File: src/rtl/compare_timer.sv
// compare_timer: WIDTH-bit up-counter with shadowed compare and period registers.
// Counts 0..period, then wraps (continuous) or returns to IDLE (oneshot).
// match/wrap are equality decodes of count against the active registers.
// Optional PWM output enabled by defining the macro COMPARE_TIMER_PWM_EN;
// without it pwm is tied low and no magnitude comparator is built.
module compare_timer #(
  parameter int WIDTH = 6
) (
  input  logic             clk,
  input  logic             rst_n,
  input  logic             start,
  input  logic             stop,
  input  logic             oneshot,
  input  logic             wr_en,
  input  logic             wr_sel,
  input  logic [WIDTH-1:0] wr_data,
  output logic [WIDTH-1:0] count,
  output logic             busy,
  output logic             match,
  output logic             wrap,
  output logic             pwm
);

  typedef enum logic {
    IDLE = 1'b0,
    RUN  = 1'b1
  } state_t;

  state_t           state;
  logic             mode;
  logic [WIDTH-1:0] cmp_sh;
  logic [WIDTH-1:0] per_sh;
  logic [WIDTH-1:0] cmp_act;
  logic [WIDTH-1:0] per_act;

  logic [WIDTH-1:0] cmp_diff;
  logic [WIDTH-1:0] per_diff;
  logic             cmp_eq;
  logic             per_eq;

  // Bitwise equality: XOR each bit, then NOR-reduce the difference vector.
  genvar i;
  generate
    for (i = 0; i < WIDTH; i++) begin : g_eq
      assign cmp_diff[i] = count[i] ^ cmp_act[i];
      assign per_diff[i] = count[i] ^ per_act[i];
    end
  endgenerate

  assign cmp_eq = ~|cmp_diff;
  assign per_eq = ~|per_diff;

  assign busy  = (state == RUN);
  assign match = busy & cmp_eq;
  assign wrap  = busy & per_eq;

`ifdef COMPARE_TIMER_PWM_EN
  assign pwm = busy & (count < cmp_act);
`else
  assign pwm = 1'b0;
`endif

  // Shadow-register writes; allowed in any state, picked up on the next reload.
  always_ff @(posedge clk or negedge rst_n) begin
    if (!rst_n) begin
      cmp_sh <= '0;
      per_sh <= '1;
    end else if (wr_en) begin
      if (wr_sel) per_sh <= wr_data;
      else        cmp_sh <= wr_data;
    end
  end

  // Control FSM and counter: stop beats start, start beats the wrap action.
  // Reloads read the shadows before any same-edge write lands in them.
  always_ff @(posedge clk or negedge rst_n) begin
    if (!rst_n) begin
      state   <= IDLE;
      count   <= '0;
      mode    <= 1'b0;
      cmp_act <= '0;
      per_act <= '1;
    end else if (stop) begin
      if (state == RUN) state <= IDLE;
    end else if (start) begin
      state   <= RUN;
      count   <= '0;
      mode    <= oneshot;
      cmp_act <= cmp_sh;
      per_act <= per_sh;
    end else if (state == RUN) begin
      if (per_eq) begin
        count <= '0;
        if (mode) begin
          state <= IDLE;
        end else begin
          cmp_act <= cmp_sh;
          per_act <= per_sh;
        end
      end else begin
        count <= count + WIDTH'(1);
      end
    end
  end

endmodule

File: config.mk
export PLATFORM = sky130hd
export DESIGN_NAME = compare_timer
export DESIGN_NICKNAME = d
export VERILOG_FILES = /design/src/rtl/compare_timer.sv
export SDC_FILE = /design/constraint.sdc
export NUM_CORES = 1
export LEC_CHECK = 0
export BUFFER_PORTS_ARGS = -buffer_cell sky130_fd_sc_hd__buf_2
export CAP_MARGIN = 40
export CELL_PAD_IN_SITES_DETAIL_PLACEMENT = 1
export CELL_PAD_IN_SITES_GLOBAL_PLACEMENT = 1
export CORE_MARGIN = 4
export CORE_UTILIZATION = 47
export DETAILED_ROUTE_END_ITERATION = 10
export PLACE_DENSITY_LB_ADDON = 0.12
export SLEW_MARGIN = 20
export SYNTH_ARGS = -nofsm -noshare
export SYNTH_HDL_FRONTEND = slang
export SYNTH_SLANG_ARGS = --single-unit
File: constraint.sdc
create_clock -name clk -period 5 [get_ports clk]
set_input_delay 0.25 -clock clk [delete_from_list [all_inputs] [get_ports clk]]
set_output_delay 0.25 -clock clk [all_outputs]
set_load 0.03 [all_outputs]
After elaboration in Yosys (flattened, before gate mapping)
Cells that the tools add are included.
- bits of input ports: 13
- bits in registers: 32
- logic and storage cells: 52
- output and inout bits: 10
- mux-type cells: 16
- bitwise gates (word level): 16
- add/sub/neg operators: 1
- reduce and logical (&&, ||, !) cells: 10
- equal/unequal tests: 2
- operators with widths (kind ; count):
    two-way mux 6 bit ; 11
    OR reduction 6 bit ; 2
    bitwise XOR 1 bit ; 12
    AND reduction 2 bit ; 4
    adder 6 x 1 -> 6 bit (second input constant) ; 1
    two-way mux 1 bit ; 5
    inequality test 2 bit (second input constant) ; 2
    AND reduction 4 bit ; 1
    bitwise AND 1 bit ; 2
    zero test 1 bit ; 2
    NOT 1 bit ; 2
    nonzero test 2 bit ; 1

Longest topological paths before layout
- depth after elaboration: 6
- mapped depth: 6
- gate-level depth less buffers: 4

Worst setup path after synthesis
No wires, ideal clock.
- kind: register to output
- start: register count[2]
- end: output match
- arrival time: 1.850 ns
- path slack: 2.900 ns
- data required time: 4.750 ns
- path buffers: 1
- cell stages (with the launch flop): 5
- path through: dfrtp_1 -> buf_2 -> xnor2_1 -> nand4_1 -> nor4_1
- word-level cells in the longest chain between the ends: 4
- RTL lines (element ; RTL line ; RTL):
    start: declaration ; 17 ; output logic [WIDTH-1:0] count,
    start signal: assignment ; 101 ; count <= count + WIDTH'(1);
    bitwise XOR 1 bit ; 45 ; assign cmp_diff[i] = count[i] ^ cmp_act[i];
    OR reduction 6 bit ; 50 ; assign cmp_eq = ~|cmp_diff;
    zero test 1 bit ; 50 ;
    bitwise AND 1 bit ; 54 ; assign match = busy & cmp_eq;
    end: declaration ; 19 ; output logic match,
No other way between the ends.

Worst setup path in the final report
- start: register per_act[5]
- end: register cmp_act[3]
- word-level cells in the longest chain between the ends: 4
- RTL lines (element ; RTL line ; RTL):
    start: declaration ; 34 ; logic [WIDTH-1:0] per_act;
    start signal: assignment ; 90 ; per_act <= per_sh;
    start signal: assignment ; 98 ; per_act <= per_sh;
    bitwise XOR 1 bit ; 46 ; assign per_diff[i] = count[i] ^ per_act[i];
    OR reduction 6 bit ; 51 ; assign per_eq = ~|per_diff;
    inequality test 2 bit (no source line) ; n/a ;
    AND reduction 4 bit (no source line) ; n/a ;
    end signal: assignment ; 89 ; cmp_act <= cmp_sh;
    end signal: assignment ; 97 ; cmp_act <= cmp_sh;
    end: declaration ; 33 ; logic [WIDTH-1:0] cmp_act;
No other way between the ends.
A chain may end at the register's enable or synchronous reset.

==> implementation parameters <==
Parameter                              Value

Status
  Status    finished, final reports clean

Route
  Remaining number of nets flagged by the antenna check after routing    0
  Detailed-route vias per instance    5.04
  Post-Route WL    2.91 mm
  1st-pass router iterations    2
  Via count    973
  Number of DRC violations after detailed routing    0
  Initial DRC Count    28
  Routed wire length per instance    15.1 um

Layout
  Antenna diode instance count    0
  Total Nets Final    162
  Ratio of cells with drive above 1 in the final layout    40.3%
  Most common library cell in the layout ignoring fill and taps    sky130_fd_sc_hd__nand2_1
  Area growth from synthesis to final layout    12.9%
  Commonest cells after routing, fill and taps aside    sky130_fd_sc_hd__nand2_1, sky130_fd_sc_hd__buf_2, sky130_fd_sc_hd__dfrtp_1

Critical path
  Worst Path Max Fanout    12
  Endpoint of the worst-slack reg-to-reg timing path    cmp_act[3]
  Setup crit start kind    register
  Register-to-register path setup slack    2.94 ns
  Critical Path Sink Type    register
  Register-to-Register Path Depth    4
  Worst Setup Path Type    register to register
  Required time of the worst setup path    5.22 ns
  Reg2Reg Launch Point    per_act[5]
  Arrival @ worst endpoint    2.28 ns

Timing
  Slew HR    50.2%
  Final worst setup slack    2.94 ns
  Time the worst path needs with I/O delays and setup    2.06 ns
  F_max    485 MHz
  Final total negative setup slack    0 ns
  Number of failing setup endpoints in the final timing report    0
  Number of endpoints with negative hold slack in the final report    0
  Number of pins with negative max-slew slack in the final report    0
  Post-route fraction of the period consumed by the critical path    41.2%
  Worst-margin pin slew    0.747 ns
  Final clock skew    0.00754 ns
  Setup repair after global routing missed its margin    false

Floorplanning
  Number of standard-cell rows in the floorplan    20
  Die area    4180 um2
  Core Region    3050 um2
  Die width    64.7 um
  DIE HEIGHT    64.7 um
  Count of boundary I/O pins    23
  Starting density of the core    49.4%

CTS
  H-tree depth    2
  Worst skew pair latency    0.33 ns
  Clock Sinks    32
  Maximum buffer depth of the clock tree    2
  Post-cts sizing count    0
  Clock transition at path regs    0.10 ns
  CTS tree    done
  Inserted Clock Buffers    5
  Clock tree root buffer cell    sky130_fd_sc_hd__clkbuf_4

Synth
  Total number of yosys warnings    0
  Number of instances in the synthesized netlist    123
  Post-Synthesis Cell Area    1510 um2
  Synth Register Bits    32
  Share of synthesized flip-flops with an asynchronous set or reset    100%
  Post-synth EDFFs    0
  Sequential cell area fraction in the yosys report    54.1%
  Commonest register cell after synthesis    sky130_fd_sc_hd__dfrtp_1
  Avg Cell Area, Syn    12.3 um2
  Unique cell type count in the Yosys netlist    27
  Post-synthesis net count    137

Worst hold path
  Hold_sp    wr_data[0]
  Worst hold path stage count    3
  Worst Hold Endpoint    cmp_sh[0]
  Hold WC Path Type    input pin to register

Pwr
  Power per cell area    399 nW/um2
  Reported leakage power    0.821 nW
  Total power of the final layout    680 uW
  Peak supply drop    0.207 mV

Global route
  Pin count of the biggest net entering global routing    33
  Total congestion overflow after global routing    0
  Global-route wire length before repair    5.22 mm
  Vias in the first global route    1071
  GRT Util Overall    16.9%
  Number of antenna violations at the first check in global routing    0

Placed design
  Final RePlAce weighted congestion    0.759
  PortBufs    21
  Final HPWL from detailed placement    2.22 mm
  Worst setup timing slack at the placement stage    2.93 ns

Run
  Number of maximum-capacitance constraint violations    0
-- where the power goes --
group	switching [mW]	internal [mW]	leakage, nW	total (mW)
logic	0.0638	0.0891	0.406	0.153
clock network	0.0852	0.0694	0.0326	0.155
registers	0.0429	0.329	0.382	0.372
-- stage by stage --
step | cells | hold slack [ns] | utilization [%] | cell area (um2)
after floorplan | 123 | -0.0456 | - | 1510
after global routing | 193 | 0.117 | 55.8 | 1700
after detailed placement | 184 | 0.344 | 53.5 | 1630
after global placement | 184 | 0.326 | 53.5 | 1630
after CTS | 193 | 0.110 | 55.8 | 1700
final | 193 | 0.124 | 55.8 | 1700
-- worst max-delay path, cell delays in order (launching register included) --
cell,delay [ns]
sky130_fd_sc_hd__dfstp_2,0.56
sky130_fd_sc_hd__xnor2_1,0.13
sky130_fd_sc_hd__nand4_1,0.17
sky130_fd_sc_hd__o41a_1,0.69
sky130_fd_sc_hd__mux2_4,0.40
-- cell type report --
cell class / instances / area, um2
Inverter: 1 / 3.75
Tap cell: 44 / 55.1
Sequential cell: 32 / 816
Timing Repair Buffer: 22 / 115
Fill cell: 352 / 1350
Clock buffer: 8 / 58.8
Multi-Input combinational cell: 86 / 654
-- cell families (layout without fill, tap and decap cells) --
kind of cell             after synthesis  in the layout  synth area share [%]
AND/OR/NAND/NOR                       40             40                  11.9
flip-flops                            32             32                  54.1
multiplexers                          19             19                  16.7
XOR/XNOR                              16             16                  9.29
AO/OA/AOI/OAI                          9              9                  4.39
buffers and inverters                  5             31                  2.57
adder cells (fa/ha/maj)                1              1                 0.829
other                                  1              1                 0.249
-- synthesized netlist by cell type, drive strengths merged (2+ instances only) --
cell     n  share of area [%]
buf      4                2.3
dfrtp   20                 33
dfstp   12                 21
mux2    19                 17
nand2   22                5.5
nand2b   2               0.83
nand4    5                2.1
nor2     6                1.5
o21ai    3               0.99
o31ai    2               0.99
xnor2    9                5.2
xor2     7                4.1
-- how the worst max path moves through the flow --
stage	end	slack (ns)	startpoint	cells past startpoint
2_1_floorplan	match	2.90	count[2]	4
3_3_place_gp	cmp_act[5]	2.98	per_act[5]	4
3_5_place_dp	cmp_act[3]	2.93	per_act[5]	4
4_1_cts	cmp_act[3]	2.92	per_act[5]	4
5_1_grt	cmp_act[3]	2.82	per_act[5]	4
6_report	cmp_act[3]	2.94	per_act[5]	4
-- metal layers --
layer | GRT usage (%) | wire, um | up-vias
li1 | - | - | 464
met1 | 19.2 | 1270 | 480
met2 | 28.7 | 1440 | 23
met3 | 6.07 | 146 | 6
met4 | 7.12 | 54 | 0
met5 | 0 | 0 | -
-- what timing repair did --
action                                 4_1_cts  5_1_grt
endpoints found under the hold margin       20        0
hold buffers                                 1        0
setup buffers                                0        0
-- registers in the layout, indices dropped and copies added (netlist names) --
signal	count
mode	1
cmp_act	6
busy	1
per_sh	6
cmp_sh	6
count	6
per_act	6
Power figures use the tool's default switching activity.
